[src/rtl/nasti_lite_write_bridge_pkg.sv]
// nasti_pkg: NASTI response/burst encodings, response merge and bridge states.
// Shared by the write bridge and its bus interface.
package nasti_pkg;

  localparam logic [1:0] RESP_OKAY   = 2'b00;
  localparam logic [1:0] RESP_EXOKAY = 2'b01;
  localparam logic [1:0] RESP_SLVERR = 2'b10;
  localparam logic [1:0] RESP_DECERR = 2'b11;

  localparam logic [1:0] BURST_INCR = 2'b01;

  typedef enum logic [1:0] {
    S_IDLE,
    S_REQ,
    S_RESP,
    S_B
  } state_e;

  // Worst response wins; EXOKAY folds into OKAY.
  function automatic logic [1:0] nasti_resp_merge(
    input logic [1:0] a,
    input logic [1:0] b
  );
    if (a == RESP_DECERR || b == RESP_DECERR)
      return RESP_DECERR;
    else if (a == RESP_SLVERR || b == RESP_SLVERR)
      return RESP_SLVERR;
    else
      return RESP_OKAY;
  endfunction

endpackage

[src/rtl/nasti_lite_write_bridge_if.sv]
// Bus bundle for the NASTI->NASTI-Lite write bridge.
// slave: the bridge's view; master: the surrounding system's view.
interface nasti_lite_write_bridge_if #(
  parameter int ID_WIDTH   = 2,
  parameter int ADDR_WIDTH = 32,
  parameter int DATA_WIDTH = 32,
  parameter int USER_WIDTH = 1
);

  logic [ID_WIDTH-1:0]     nasti_aw_id;
  logic [ADDR_WIDTH-1:0]   nasti_aw_addr;
  logic [7:0]              nasti_aw_len;
  logic [2:0]              nasti_aw_size;
  logic [1:0]              nasti_aw_burst;
  logic [2:0]              nasti_aw_prot;
  logic [USER_WIDTH-1:0]   nasti_aw_user;
  logic                    nasti_aw_lock;
  logic [3:0]              nasti_aw_cache;
  logic [3:0]              nasti_aw_qos;
  logic [3:0]              nasti_aw_region;
  logic                    nasti_aw_valid;
  logic                    nasti_aw_ready;

  logic [DATA_WIDTH-1:0]   nasti_w_data;
  logic [DATA_WIDTH/8-1:0] nasti_w_strb;
  logic                    nasti_w_last;
  logic [USER_WIDTH-1:0]   nasti_w_user;
  logic                    nasti_w_valid;
  logic                    nasti_w_ready;

  logic [ID_WIDTH-1:0]     nasti_b_id;
  logic [1:0]              nasti_b_resp;
  logic [USER_WIDTH-1:0]   nasti_b_user;
  logic                    nasti_b_valid;
  logic                    nasti_b_ready;

  logic [ADDR_WIDTH-1:0]   lite_aw_addr;
  logic [2:0]              lite_aw_prot;
  logic                    lite_aw_valid;
  logic                    lite_aw_ready;

  logic [DATA_WIDTH-1:0]   lite_w_data;
  logic [DATA_WIDTH/8-1:0] lite_w_strb;
  logic                    lite_w_valid;
  logic                    lite_w_ready;

  logic [1:0]              lite_b_resp;
  logic                    lite_b_valid;
  logic                    lite_b_ready;

  modport slave (
    input  nasti_aw_id, nasti_aw_addr, nasti_aw_len,
    input  nasti_aw_size, nasti_aw_burst, nasti_aw_prot,
    input  nasti_aw_user, nasti_aw_lock, nasti_aw_cache,
    input  nasti_aw_qos, nasti_aw_region, nasti_aw_valid,
    output nasti_aw_ready,
    input  nasti_w_data, nasti_w_strb, nasti_w_last,
    input  nasti_w_user, nasti_w_valid,
    output nasti_w_ready,
    output nasti_b_id, nasti_b_resp, nasti_b_user, nasti_b_valid,
    input  nasti_b_ready,
    output lite_aw_addr, lite_aw_prot, lite_aw_valid,
    input  lite_aw_ready,
    output lite_w_data, lite_w_strb, lite_w_valid,
    input  lite_w_ready,
    input  lite_b_resp, lite_b_valid,
    output lite_b_ready
  );

  modport master (
    output nasti_aw_id, nasti_aw_addr, nasti_aw_len,
    output nasti_aw_size, nasti_aw_burst, nasti_aw_prot,
    output nasti_aw_user, nasti_aw_lock, nasti_aw_cache,
    output nasti_aw_qos, nasti_aw_region, nasti_aw_valid,
    input  nasti_aw_ready,
    output nasti_w_data, nasti_w_strb, nasti_w_last,
    output nasti_w_user, nasti_w_valid,
    input  nasti_w_ready,
    input  nasti_b_id, nasti_b_resp, nasti_b_user, nasti_b_valid,
    output nasti_b_ready,
    input  lite_aw_addr, lite_aw_prot, lite_aw_valid,
    output lite_aw_ready,
    input  lite_w_data, lite_w_strb, lite_w_valid,
    output lite_w_ready,
    output lite_b_resp, lite_b_valid,
    input  lite_b_ready
  );

endinterface

[src/rtl/nasti_lite_write_bridge.sv]
// Splits NASTI INCR write bursts into single-beat NASTI-Lite writes.
// Define NASTI_LITE_BRIDGE_CHECK_EN to trap illegal bursts and bad w_last.
module nasti_lite_write_bridge
  import nasti_pkg::*;
#(
  parameter int ID_WIDTH   = 2,
  parameter int ADDR_WIDTH = 32,
  parameter int DATA_WIDTH = 32,
  parameter int USER_WIDTH = 1
) (
  input logic clk,
  input logic rstn,
  nasti_lite_write_bridge_if.slave bus
);

  localparam logic [2:0] MAX_SIZE = 3'($clog2(DATA_WIDTH/8));

  state_e state, state_nxt;

  logic [ID_WIDTH-1:0]   id_q;
  logic [ADDR_WIDTH-1:0] addr_q;
  logic [7:0]            len_q;
  logic [7:0]            cnt_q;
  logic [2:0]            size_q;
  logic [2:0]            prot_q;
  logic [USER_WIDTH-1:0] user_q;
  logic [1:0]            resp_q;
  logic                  aw_done;
  logic                  w_done;

  logic                  in_req;
  logic                  aw_hs;
  logic                  w_hs;
  logic                  last_beat;
  logic [2:0]            size_in;
  logic [ADDR_WIDTH-1:0] step;
  logic [ADDR_WIDTH-1:0] addr_nxt;
  logic                  unused_ok;

`ifdef NASTI_LITE_BRIDGE_CHECK_EN
  assign size_in = bus.nasti_aw_size;
`else
  assign size_in = (bus.nasti_aw_size > MAX_SIZE) ?
                   MAX_SIZE : bus.nasti_aw_size;
`endif

  assign in_req    = (state == S_REQ);
  assign aw_hs     = in_req && !aw_done && bus.lite_aw_ready;
  assign w_hs      = in_req && !w_done &&
                     bus.nasti_w_valid && bus.lite_w_ready;
  assign last_beat = (cnt_q == len_q);

  // Later beats snap to the size boundary, then advance one beat.
  assign step     = ADDR_WIDTH'(1) << size_q;
  assign addr_nxt = (addr_q & ~(step - ADDR_WIDTH'(1))) + step;

  assign bus.lite_aw_addr = addr_q;
  assign bus.lite_aw_prot = prot_q;
  assign bus.lite_w_data  = bus.nasti_w_data;
  assign bus.lite_w_strb  = bus.nasti_w_strb;
  assign bus.nasti_b_id   = id_q;
  assign bus.nasti_b_resp = resp_q;
  assign bus.nasti_b_user = user_q;

  assign unused_ok = ^{bus.nasti_aw_lock, bus.nasti_aw_cache,
                       bus.nasti_aw_qos, bus.nasti_aw_region,
                       bus.nasti_aw_burst, bus.nasti_w_last,
                       bus.nasti_w_user};

  always_ff @(posedge clk or negedge rstn) begin
    if (!rstn) state <= S_IDLE;
    else       state <= state_nxt;
  end

  always_comb begin
    state_nxt          = state;
    bus.nasti_aw_ready = 1'b0;
    bus.lite_aw_valid  = 1'b0;
    bus.lite_w_valid   = 1'b0;
    bus.nasti_w_ready  = 1'b0;
    bus.lite_b_ready   = 1'b0;
    bus.nasti_b_valid  = 1'b0;
    unique case (state)
      S_IDLE: begin
        bus.nasti_aw_ready = 1'b1;
        if (bus.nasti_aw_valid) state_nxt = S_REQ;
      end
      S_REQ: begin
        bus.lite_aw_valid = !aw_done;
        bus.lite_w_valid  = bus.nasti_w_valid && !w_done;
        bus.nasti_w_ready = bus.lite_w_ready && !w_done;
        if ((aw_done || aw_hs) && (w_done || w_hs))
          state_nxt = S_RESP;
      end
      S_RESP: begin
        bus.lite_b_ready = 1'b1;
        if (bus.lite_b_valid)
          state_nxt = last_beat ? S_B : S_REQ;
      end
      S_B: begin
        bus.nasti_b_valid = 1'b1;
        if (bus.nasti_b_ready) state_nxt = S_IDLE;
      end
      default: state_nxt = S_IDLE;
    endcase
  end

  always_ff @(posedge clk or negedge rstn) begin
    if (!rstn) begin
      id_q    <= '0;
      addr_q  <= '0;
      len_q   <= '0;
      cnt_q   <= '0;
      size_q  <= '0;
      prot_q  <= '0;
      user_q  <= '0;
      resp_q  <= RESP_OKAY;
      aw_done <= 1'b0;
      w_done  <= 1'b0;
    end else begin
      unique case (state)
        S_IDLE: begin
          if (bus.nasti_aw_valid) begin
            id_q    <= bus.nasti_aw_id;
            addr_q  <= bus.nasti_aw_addr;
            len_q   <= bus.nasti_aw_len;
            size_q  <= size_in;
            prot_q  <= bus.nasti_aw_prot;
            user_q  <= bus.nasti_aw_user;
            cnt_q   <= '0;
            resp_q  <= RESP_OKAY;
            aw_done <= 1'b0;
            w_done  <= 1'b0;
          end
        end
        S_REQ: begin
          if (aw_hs) aw_done <= 1'b1;
          if (w_hs)  w_done  <= 1'b1;
        end
        S_RESP: begin
          if (bus.lite_b_valid) begin
            resp_q <= nasti_resp_merge(resp_q, bus.lite_b_resp);
            if (!last_beat) begin
              cnt_q   <= cnt_q + 8'd1;
              addr_q  <= addr_nxt;
              aw_done <= 1'b0;
              w_done  <= 1'b0;
            end
          end
        end
        default: begin
        end
      endcase
    end
  end

`ifdef NASTI_LITE_BRIDGE_CHECK_EN
  always_ff @(posedge clk) begin
    if (rstn && state == S_IDLE && bus.nasti_aw_valid) begin
      if (bus.nasti_aw_burst != BURST_INCR)
        $fatal(1, "nasti_lite_write_bridge: non-INCR burst");
      if (bus.nasti_aw_size > MAX_SIZE)
        $fatal(1, "nasti_lite_write_bridge: oversize beat");
    end
    if (rstn && w_hs && (bus.nasti_w_last != last_beat))
      $fatal(1, "nasti_lite_write_bridge: w_last mismatch");
  end
`endif

endmodule
[src/flat_wrapper.sv]
// flat-port wrapper written by rule: the top's interface ports become plain ports
module nasti_lite_write_bridge_flat import nasti_pkg::*;
#(
  parameter int ID_WIDTH   = 2,
  parameter int ADDR_WIDTH = 32,
  parameter int DATA_WIDTH = 32,
  parameter int USER_WIDTH = 1
)
  (clk, rstn, bus_nasti_aw_id, bus_nasti_aw_addr, bus_nasti_aw_len, bus_nasti_aw_size, bus_nasti_aw_burst, bus_nasti_aw_prot, bus_nasti_aw_user, bus_nasti_aw_lock, bus_nasti_aw_cache, bus_nasti_aw_qos, bus_nasti_aw_region, bus_nasti_aw_valid, bus_nasti_aw_ready, bus_nasti_w_data, bus_nasti_w_strb, bus_nasti_w_last, bus_nasti_w_user, bus_nasti_w_valid, bus_nasti_w_ready, bus_nasti_b_id, bus_nasti_b_resp, bus_nasti_b_user, bus_nasti_b_valid, bus_nasti_b_ready, bus_lite_aw_addr, bus_lite_aw_prot, bus_lite_aw_valid, bus_lite_aw_ready, bus_lite_w_data, bus_lite_w_strb, bus_lite_w_valid, bus_lite_w_ready, bus_lite_b_resp, bus_lite_b_valid, bus_lite_b_ready);
  nasti_lite_write_bridge_if #(.ID_WIDTH(ID_WIDTH), .ADDR_WIDTH(ADDR_WIDTH), .DATA_WIDTH(DATA_WIDTH), .USER_WIDTH(USER_WIDTH)) bus_i ();
  input logic clk;
  input logic rstn;
  input wire logic [$bits(bus_i.nasti_aw_id)-1:0] bus_nasti_aw_id;
  input wire logic [$bits(bus_i.nasti_aw_addr)-1:0] bus_nasti_aw_addr;
  input wire logic [$bits(bus_i.nasti_aw_len)-1:0] bus_nasti_aw_len;
  input wire logic [$bits(bus_i.nasti_aw_size)-1:0] bus_nasti_aw_size;
  input wire logic [$bits(bus_i.nasti_aw_burst)-1:0] bus_nasti_aw_burst;
  input wire logic [$bits(bus_i.nasti_aw_prot)-1:0] bus_nasti_aw_prot;
  input wire logic [$bits(bus_i.nasti_aw_user)-1:0] bus_nasti_aw_user;
  input wire logic [$bits(bus_i.nasti_aw_lock)-1:0] bus_nasti_aw_lock;
  input wire logic [$bits(bus_i.nasti_aw_cache)-1:0] bus_nasti_aw_cache;
  input wire logic [$bits(bus_i.nasti_aw_qos)-1:0] bus_nasti_aw_qos;
  input wire logic [$bits(bus_i.nasti_aw_region)-1:0] bus_nasti_aw_region;
  input wire logic [$bits(bus_i.nasti_aw_valid)-1:0] bus_nasti_aw_valid;
  output wire logic [$bits(bus_i.nasti_aw_ready)-1:0] bus_nasti_aw_ready;
  input wire logic [$bits(bus_i.nasti_w_data)-1:0] bus_nasti_w_data;
  input wire logic [$bits(bus_i.nasti_w_strb)-1:0] bus_nasti_w_strb;
  input wire logic [$bits(bus_i.nasti_w_last)-1:0] bus_nasti_w_last;
  input wire logic [$bits(bus_i.nasti_w_user)-1:0] bus_nasti_w_user;
  input wire logic [$bits(bus_i.nasti_w_valid)-1:0] bus_nasti_w_valid;
  output wire logic [$bits(bus_i.nasti_w_ready)-1:0] bus_nasti_w_ready;
  output wire logic [$bits(bus_i.nasti_b_id)-1:0] bus_nasti_b_id;
  output wire logic [$bits(bus_i.nasti_b_resp)-1:0] bus_nasti_b_resp;
  output wire logic [$bits(bus_i.nasti_b_user)-1:0] bus_nasti_b_user;
  output wire logic [$bits(bus_i.nasti_b_valid)-1:0] bus_nasti_b_valid;
  input wire logic [$bits(bus_i.nasti_b_ready)-1:0] bus_nasti_b_ready;
  output wire logic [$bits(bus_i.lite_aw_addr)-1:0] bus_lite_aw_addr;
  output wire logic [$bits(bus_i.lite_aw_prot)-1:0] bus_lite_aw_prot;
  output wire logic [$bits(bus_i.lite_aw_valid)-1:0] bus_lite_aw_valid;
  input wire logic [$bits(bus_i.lite_aw_ready)-1:0] bus_lite_aw_ready;
  output wire logic [$bits(bus_i.lite_w_data)-1:0] bus_lite_w_data;
  output wire logic [$bits(bus_i.lite_w_strb)-1:0] bus_lite_w_strb;
  output wire logic [$bits(bus_i.lite_w_valid)-1:0] bus_lite_w_valid;
  input wire logic [$bits(bus_i.lite_w_ready)-1:0] bus_lite_w_ready;
  input wire logic [$bits(bus_i.lite_b_resp)-1:0] bus_lite_b_resp;
  input wire logic [$bits(bus_i.lite_b_valid)-1:0] bus_lite_b_valid;
  output wire logic [$bits(bus_i.lite_b_ready)-1:0] bus_lite_b_ready;
  assign bus_i.nasti_aw_id = bus_nasti_aw_id;
  assign bus_i.nasti_aw_addr = bus_nasti_aw_addr;
  assign bus_i.nasti_aw_len = bus_nasti_aw_len;
  assign bus_i.nasti_aw_size = bus_nasti_aw_size;
  assign bus_i.nasti_aw_burst = bus_nasti_aw_burst;
  assign bus_i.nasti_aw_prot = bus_nasti_aw_prot;
  assign bus_i.nasti_aw_user = bus_nasti_aw_user;
  assign bus_i.nasti_aw_lock = bus_nasti_aw_lock;
  assign bus_i.nasti_aw_cache = bus_nasti_aw_cache;
  assign bus_i.nasti_aw_qos = bus_nasti_aw_qos;
  assign bus_i.nasti_aw_region = bus_nasti_aw_region;
  assign bus_i.nasti_aw_valid = bus_nasti_aw_valid;
  assign bus_nasti_aw_ready = bus_i.nasti_aw_ready;
  assign bus_i.nasti_w_data = bus_nasti_w_data;
  assign bus_i.nasti_w_strb = bus_nasti_w_strb;
  assign bus_i.nasti_w_last = bus_nasti_w_last;
  assign bus_i.nasti_w_user = bus_nasti_w_user;
  assign bus_i.nasti_w_valid = bus_nasti_w_valid;
  assign bus_nasti_w_ready = bus_i.nasti_w_ready;
  assign bus_nasti_b_id = bus_i.nasti_b_id;
  assign bus_nasti_b_resp = bus_i.nasti_b_resp;
  assign bus_nasti_b_user = bus_i.nasti_b_user;
  assign bus_nasti_b_valid = bus_i.nasti_b_valid;
  assign bus_i.nasti_b_ready = bus_nasti_b_ready;
  assign bus_lite_aw_addr = bus_i.lite_aw_addr;
  assign bus_lite_aw_prot = bus_i.lite_aw_prot;
  assign bus_lite_aw_valid = bus_i.lite_aw_valid;
  assign bus_i.lite_aw_ready = bus_lite_aw_ready;
  assign bus_lite_w_data = bus_i.lite_w_data;
  assign bus_lite_w_strb = bus_i.lite_w_strb;
  assign bus_lite_w_valid = bus_i.lite_w_valid;
  assign bus_i.lite_w_ready = bus_lite_w_ready;
  assign bus_i.lite_b_resp = bus_lite_b_resp;
  assign bus_i.lite_b_valid = bus_lite_b_valid;
  assign bus_lite_b_ready = bus_i.lite_b_ready;
  nasti_lite_write_bridge #(.ID_WIDTH(ID_WIDTH), .ADDR_WIDTH(ADDR_WIDTH), .DATA_WIDTH(DATA_WIDTH), .USER_WIDTH(USER_WIDTH)) u_core (.clk(clk), .rstn(rstn), .bus(bus_i));
endmodule
[config.mk]
export PLATFORM = sky130hd
export DESIGN_NAME = nasti_lite_write_bridge_flat
export DESIGN_NICKNAME = d
export VERILOG_FILES = /design/src/rtl/nasti_lite_write_bridge_pkg.sv /design/src/rtl/nasti_lite_write_bridge_if.sv /design/src/rtl/nasti_lite_write_bridge.sv /design/src/flat_wrapper.sv
export SDC_FILE = /design/constraint.sdc
export NUM_CORES = 1
export LEC_CHECK = 0
export CAP_MARGIN = 5
export CORE_UTILIZATION = 41
export CTS_BUF_LIST = sky130_fd_sc_hd__clkbuf_8
export CTS_CLUSTER_SIZE = 24
export DETAILED_ROUTE_END_ITERATION = 16
export GPL_ROUTABILITY_DRIVEN = 0
export PLACE_DENSITY = 0.86
export SYNTH_ARGS = -nofsm -noshare
export SYNTH_HDL_FRONTEND = slang
export SYNTH_SLANG_ARGS = --single-unit
export TNS_END_PERCENT = 1
[constraint.sdc]
create_clock -name clk -period 4.2 [get_ports clk]
set_clock_uncertainty 0.1 [all_clocks]
set_input_delay 0.63 -clock clk [delete_from_list [all_inputs] [get_ports clk]]
set_output_delay 0.63 -clock clk [all_outputs]
set_load 0.005 [all_outputs]
# After elaboration in Yosys (flattened, before gate mapping)
# Index checks and enable logic that the tools add are counted.
[op_classes]
magnitude_cmp = 1
bitwise = 2
addsub = 3
shifts = 1
mux = 33
n_reduce_logical = 23
div_mod_pow = 0
multipliers = 0
n_eq_ne = 15
[ops]
columns = ["operator", "count"]
rows = [
  ["$mux 32", 3],
  ["$pmux 32 s2", 1],
  ["$add 32x32->32", 1],
  ["$and 32x32->32", 1],
  ["$not 32->32", 1],
  ["$shl 1x3->32 const A", 1],
  ["$sub 32x1->32 const B", 1],
  ["$mux 8", 3],
  ["$mux 2", 9],
  ["$pmux 8 s2", 1],
  ["$ne 2x2->1 const B", 7],
  ["$eq 2x2->1 const B", 6],
  ["$mux 1", 11],
  ["$reduce_and 5->1", 2],
  ["$add 8x1->8 const B", 1],
  ["$eq 8x8->1", 1],
  ["$logic_and 1x1->1", 8],
  ["$pmux 2 s4", 1],
  ["$reduce_and 4->1", 2],
  ["$pmux 1 s3", 2],
  ["$logic_or 1x1->1", 4],
  ["$pmux 2 s2", 1],
  ["$gt 3x2->1 const B", 1],
  ["$mux 3", 1],
  ["other kinds (7)", 8],
]
[word_totals]
romBits = 0
n_memories = 0
inputBits = 112
latchBits = 0
register_bits = 63
mem_bits_rw = 0

# Depth between registers and ports, before layout
[depth]
depth_word = 8
depth_mapped = 13

# Worst setup path after synthesis
# Ideal clock, no wire load.
[synth_path]
path_type = "flip-flop to flip-flop"
start = "reg u_core.size_q[1]"
end = "reg u_core.addr_q[23] (netlist: u_core.bus.lite_aw_addr[23])"
setup_slack_ns = 1.088
period_less_slack_ns = 3.112
arrival_ns = 2.918
path_buffers = 2
stages_incl_launch_ff = 13
setup_time_ns = 0.094
cell_sequence = "dfrtp_1 > buf_4 > clkbuf_1 > nand3_1 > inv_1 > ha_1 > and2_1 > ha_1 > o21ai_2 > o21bai_4 > a211oi_2 > mux2_1 > a211oi_1"
[synth_via]
elab_chain_cells = 8
[synth_lines]
columns = ["item", "line", "rtl"]
rows = [
  ["from (decl)", "nasti_lite_write_bridge.sv:24", "logic [2:0] size_q;"],
  ["from (signal assigned)", "nasti_lite_write_bridge.sv:127", "size_q <= size_in;"],
  ["$shl 1x3->32 (*)", "nasti_lite_write_bridge.sv:54", "assign step = ADDR_WIDTH'(1) << size_q;"],
  ["$sub 32x1->32", "nasti_lite_write_bridge.sv:55", "assign addr_nxt = (addr_q & ~(step - ADDR_WIDTH'(1))) + step;"],
  ["$not 32->32", "nasti_lite_write_bridge.sv:55", ""],
  ["$and 32x32->32", "nasti_lite_write_bridge.sv:55", ""],
  ["$add 32x32->32 (*)", "nasti_lite_write_bridge.sv:55", ""],
  ["$mux 32 (*)", "nasti_lite_write_bridge.sv:143", "if (!last_beat) begin"],
  ["$mux 32 (*)", "nasti_lite_write_bridge.sv:141", "if (bus.lite_b_valid) begin"],
  ["$pmux 32 s2 (*)", "nasti_lite_write_bridge.sv:121", "unique case (state)"],
  ["to (signal assigned)", "nasti_lite_write_bridge.sv:125", "addr_q <= bus.nasti_aw_addr;"],
  ["to (signal assigned)", "nasti_lite_write_bridge.sv:145", "addr_q <= addr_nxt;"],
  ["to (decl)", "nasti_lite_write_bridge.sv:21", "logic [ADDR_WIDTH-1:0] addr_q;"],
]
# Every way passes the cells marked *; elsewhere a longest branch is shown, timed or not. The select of a mux whose other input is x is not followed.
# A chain may end at the register's enable or synchronous reset.

# Final worst setup path
[layout_path]
start = "reg u_core.size_q[1]"
end = "reg u_core.addr_q[22] (netlist: u_core.bus.lite_aw_addr[22])"
# Same word-level chain as after synthesis.

==> run_summary.xml <==
<?xml version="1.0" encoding="UTF-8"?>
<metrics>
  <group name="synthesis">
    <metric name="synth_seq_area_share" unit="%">36.5</metric>
    <metric name="synth_mux_area_share" unit="%">1.88</metric>
    <metric name="mappedNetlistNets" unit="">628</metric>
    <metric name="post_syn_area_per_cell" unit="µm²">8.44</metric>
    <metric name="dominantRegCellSynth" unit="">sky130_fd_sc_hd__dfrtp_1</metric>
    <metric name="synth_simple_gate_area_share" unit="%">20.8</metric>
    <metric name="area_fraction_in_compound_gates_after_synthesis" unit="%">26.6</metric>
    <metric name="synth_xor_area_share" unit="%">2.84</metric>
    <metric name="postSynthRegisterBits" unit="">63</metric>
    <metric name="ys_warn_count" unit="">0</metric>
    <metric name="synth_top_family_by_area" unit="">compound AO/OA/AOI/OAI gates</metric>
    <metric name="synth_enable_flop_cells" unit="">0</metric>
    <metric name="synth-adder-area-share" unit="%">1.45</metric>
    <metric name="synthesized_instance_count" unit="">511</metric>
    <metric name="synthDistinctLibCells" unit="">76</metric>
    <metric name="synthesis.area" unit="mm²">0.00432</metric>
    <metric name="synth_async_sr_flop_share" unit="%">100</metric>
  </group>
  <group name="worst_setup_path">
    <metric name="critical_path.endpoint_type" unit="">register</metric>
    <metric name="worstSetupStartpointType" unit="">register</metric>
    <metric name="critPathSlowestCell" unit="">sky130_fd_sc_hd__dfrtp_1</metric>
    <metric name="critical-path-top-cell-by-count" unit="">sky130_fd_sc_hd__ha_1</metric>
    <metric name="worst_path_dominant_cell_family" unit="">compound AO/OA/AOI/OAI gates</metric>
    <metric name="data_arrival_at_the_endpoint_of_the_critical_path" unit="ns">3.70</metric>
    <metric name="worstPathCellList" unit="">nand3_1 &gt; inv_1 &gt; ha_1 &gt; and2_1 &gt; ha_1 &gt; o21ai_2 &gt; a211oi_4 &gt; or2_1 &gt; nand3_2 &gt; o311a_1</metric>
    <metric name="worst_ep_required_time" unit="ns">4.32</metric>
    <metric name="timing.setup.critical_path_class" unit="">reg -&gt; reg</metric>
    <metric name="worst_r2r_path_depth" unit="">10</metric>
    <metric name="timing.critical_path.depth" unit="">10</metric>
    <metric name="cpPeakStageDelay" unit="ns">0.83</metric>
    <metric name="timing.critical_path.fanout_max" unit="">24</metric>
    <metric name="cp.buffers_inverters" unit="">1</metric>
  </group>
  <group name="floorplan">
    <metric name="fp.coreArea" unit="mm²">0.0103</metric>
    <metric name="rows" unit="">37</metric>
    <metric name="die_height" unit="µm">105</metric>
    <metric name="die_w" unit="µm">105</metric>
    <metric name="dieArea" unit="mm²">0.0109</metric>
    <metric name="floorplan.initialDensity" unit="%">42.0</metric>
    <metric name="floorplan.io_pins" unit="">194</metric>
  </group>
  <group name="clock_tree">
    <metric name="clockBufferDepth" unit="">2</metric>
    <metric name="cts_resized" unit="">0</metric>
    <metric name="cts_setup_buffers" unit="">0</metric>
    <metric name="clkSinkCount" unit="">63</metric>
    <metric name="clock_latency_of_the_later_clocked_register_in_the_worst_skew_pair" unit="ns">0.36</metric>
    <metric name="clock_tree.htree_level_count" unit="">3</metric>
    <metric name="clk_pin_slew" unit="ns">0.08</metric>
    <metric name="clock_tree.root_cell" unit="">sky130_fd_sc_hd__clkbuf_8</metric>
    <metric name="cts_buffer_count" unit="">9</metric>
    <metric name="postCtsHoldBufs" unit="">0</metric>
    <metric name="cts_tree" unit="">built</metric>
  </group>
  <group name="sta">
    <metric name="remaining_max_slew_budget_at_the_tightest_pin" unit="%">42.6</metric>
    <metric name="worst_slack_on_hold_paths" unit="ns">0.282</metric>
    <metric name="slew_violations" unit="">0</metric>
    <metric name="fin_tns_setup" unit="ns">0</metric>
    <metric name="unrepaired_setup_endpoints_after_global_routing" unit="">no</metric>
    <metric name="hold_violations" unit="">0</metric>
    <metric name="fin_crit_sh" unit="%">85.1</metric>
    <metric name="min_period" unit="ns">3.57</metric>
    <metric name="max_clock_freq" unit="MHz">280</metric>
    <metric name="tightest_slew" unit="ns">0.861</metric>
    <metric name="final-setup-viol-count" unit="">0</metric>
  </group>
  <group name="route">
    <metric name="vias" unit="">4227</metric>
    <metric name="antenna_violating_nets_post_route" unit="">0</metric>
    <metric name="detail_route.drc_violations" unit="">0</metric>
    <metric name="detail_route.first_pass.iterations" unit="">6</metric>
    <metric name="routed_via_density" unit="">5.94</metric>
    <metric name="routed_wire_length_per_instance" unit="µm">17.5</metric>
    <metric name="drt-total-wl" unit="µm">12500</metric>
    <metric name="detail_route.iter0.violations" unit="">354</metric>
  </group>
  <group name="grt">
    <metric name="grt_antenna_before_repair" unit="">0</metric>
    <metric name="grt_pass1_vias" unit="">4175</metric>
    <metric name="grt_first_pass_wirelength" unit="µm">20300</metric>
    <metric name="groute.usage.overall" unit="%">23.3</metric>
    <metric name="overflow" unit="">0</metric>
    <metric name="largest_net_degree_at_the_start_of_global_routing" unit="">39</metric>
  </group>
  <group name="cells_and_area">
    <metric name="layout-drive-gt1-share" unit="%">7.29</metric>
    <metric name="number_of_diodes" unit="">0</metric>
    <metric name="final_nets" unit="">689</metric>
    <metric name="layout_common_cells" unit="">sky130_fd_sc_hd__clkdlybuf4s50_1, sky130_fd_sc_hd__nand2_1, sky130_fd_sc_hd__dfrtp_1</metric>
    <metric name="fill_cells" unit="">967</metric>
    <metric name="synthToLayoutAreaGrowth" unit="%">25.5</metric>
    <metric name="most_common_cell_after_layout_fill_and_taps_aside" unit="">sky130_fd_sc_hd__clkdlybuf4s50_1</metric>
  </group>
  <group name="power_and_ir_drop">
    <metric name="peakVddDrop" unit="µV">315</metric>
    <metric name="power_frac_clock" unit="%">15.9</metric>
    <metric name="pwr_density_cell" unit="mW/mm²">682</metric>
    <metric name="combinationalPowerShare" unit="%">50.0</metric>
    <metric name="power_report.internal_total" unit="W">0.00215</metric>
    <metric name="p_sw" unit="W">0.00155</metric>
    <metric name="power.leakage" unit="nW">2.16</metric>
    <metric name="switching_share" unit="%">41.9</metric>
    <metric name="sequentialPowerShare" unit="%">34.0</metric>
  </group>
  <group name="placement">
    <metric name="place.port_buffers" unit="">104</metric>
    <metric name="hpwlAfterDp" unit="µm">8800</metric>
  </group>
  <group name="run_status">
    <metric name="result_of_the_run" unit="">finished clean</metric>
  </group>
  <group name="run">
    <metric name="maxCapViolations" unit="">0</metric>
  </group>
  <group name="worst_hold_path">
    <metric name="min-delay-path-class" unit="">in -&gt; async</metric>
  </group>
</metrics>
[metal layers]
| metal | routed length, µm | GRT usage, % | vias up |
|---|---|---|---|
| met3 | 966 | 4.74 | 30 |
| met2 | 6130 | 38.6 | 194 |
| li1 | - | - | 1950 |
| met1 | 5110 | 29.1 | 2053 |
| met4 | 271 | 11.5 | 0 |
| met5 | 0 | 0 | - |
[cell usage after synthesis (9+ instances only)]
library cell | number | share of area [%]
sky130_fd_sc_hd__a31oi_1 | 11 | 1.6
sky130_fd_sc_hd__dfrtp_1 | 63 | 37
sky130_fd_sc_hd__a21oi_1 | 26 | 3.0
sky130_fd_sc_hd__o21ai_0 | 22 | 2.6
sky130_fd_sc_hd__o211ai_1 | 9 | 1.6
sky130_fd_sc_hd__inv_1 | 11 | 0.96
sky130_fd_sc_hd__nand3_1 | 10 | 1.2
sky130_fd_sc_hd__nor2_1 | 39 | 3.4
sky130_fd_sc_hd__clkbuf_1 | 19 | 1.7
sky130_fd_sc_hd__nand2_1 | 86 | 7.5
sky130_fd_sc_hd__nor3_1 | 12 | 1.4
sky130_fd_sc_hd__a211oi_1 | 11 | 1.9
sky130_fd_sc_hd__xnor2_1 | 13 | 2.6
sky130_fd_sc_hd__buf_4 | 38 | 6.6
[area by class of cell]
type,instances,area (µm²),share of cell area [%]
Inverter,12,45.0,0.832
Tap cell,136,170,3.14
Sequential cell,63,1580,29.1
Clock inverter,5,73.8,1.36
Multi-Input combinational cell,374,2320,42.8
Timing Repair Buffer,112,1100,20.2
Clock buffer,10,138,2.54
[power by group through the flow]
stage                     clock [W]  sequential (W)  combinational, W
final                      0.000588         0.00126           0.00185
after floorplan                   0         0.00115           0.00115
after detailed placement          0         0.00126           0.00184
after global routing       0.000620         0.00131           0.00202
after global placement            0         0.00124           0.00178
after CTS                  0.000593         0.00125           0.00185
[worst register-to-register path, stage by stage, from the launching register on]
cell and delay [ns]:
sky130_fd_sc_hd__dfrtp_1 0.83, sky130_fd_sc_hd__nand3_1 0.24, sky130_fd_sc_hd__inv_1 0.15, sky130_fd_sc_hd__ha_1 0.23
sky130_fd_sc_hd__and2_1 0.14, sky130_fd_sc_hd__ha_1 0.39, sky130_fd_sc_hd__o21ai_2 0.15, sky130_fd_sc_hd__a211oi_4 0.45
sky130_fd_sc_hd__or2_1 0.37, sky130_fd_sc_hd__nand3_2 0.11, sky130_fd_sc_hd__o311a_1 0.31
[state kept, by name, summed over array words and instances, names as in the netlist]
register and count:
u_core.state 2, u_core.size_q 3, u_core.bus.nasti_b_resp 2, u_core.w_done 1, u_core.cnt_q 8, u_core.bus.lite_aw_addr 32
u_core.bus.nasti_b_id 2, u_core.bus.lite_aw_prot 3, u_core.bus.nasti_b_user 1, u_core.len_q 8, u_core.aw_done 1
[logic make-up after synthesis]
group                    count (synthesis)
XOR/XNOR                                14
multiplexers                             8
flip-flops                              63
adder cells (fa/ha/maj)                  5
AO/OA/AOI/OAI                          155
AND/OR/NAND/NOR                        192
buffers and inverters                   74
[through the flow]
stage	utilization [%]	total power [W]	setup slack (ns)	std cells	area, µm²
after detailed placement	50.6	0.00309	0.746	697	5200
after global routing	52.7	0.00396	0.424	712	5420
final	52.7	0.00369	0.627	712	5420
after CTS	52.7	0.00369	0.700	712	5420
after global placement	50.6	0.00302	0.895	697	5200
after floorplan	-	0.00230	1.09	511	4320
[path summary, 6_finish.rpt]
check / start / slack, ns / end
worst max-delay path: u_core.size_q[1]$_DFFE_PN0P_ / 0.63 / u_core.bus.lite_aw_addr[22]$_DFFE_PN0P_
min in group clk: u_core.bus.lite_aw_prot[0]$_DFFE_PN0P_ / 0.38 / u_core.bus.lite_aw_prot[0]$_DFFE_PN0P_
max in group asynchronous: rstn / 2.80 / u_core.len_q[2]$_DFFE_PN0P_
worst max register to register: u_core.size_q[1]$_DFFE_PN0P_ / 0.63 / u_core.bus.lite_aw_addr[22]$_DFFE_PN0P_
worst min-delay path: rstn / 0.28 / u_core.bus.lite_aw_addr[6]$_DFFE_PN0P_
worst min register to register: u_core.bus.lite_aw_prot[0]$_DFFE_PN0P_ / 0.38 / u_core.bus.lite_aw_prot[0]$_DFFE_PN0P_
(Power assumes the default switching activity.)
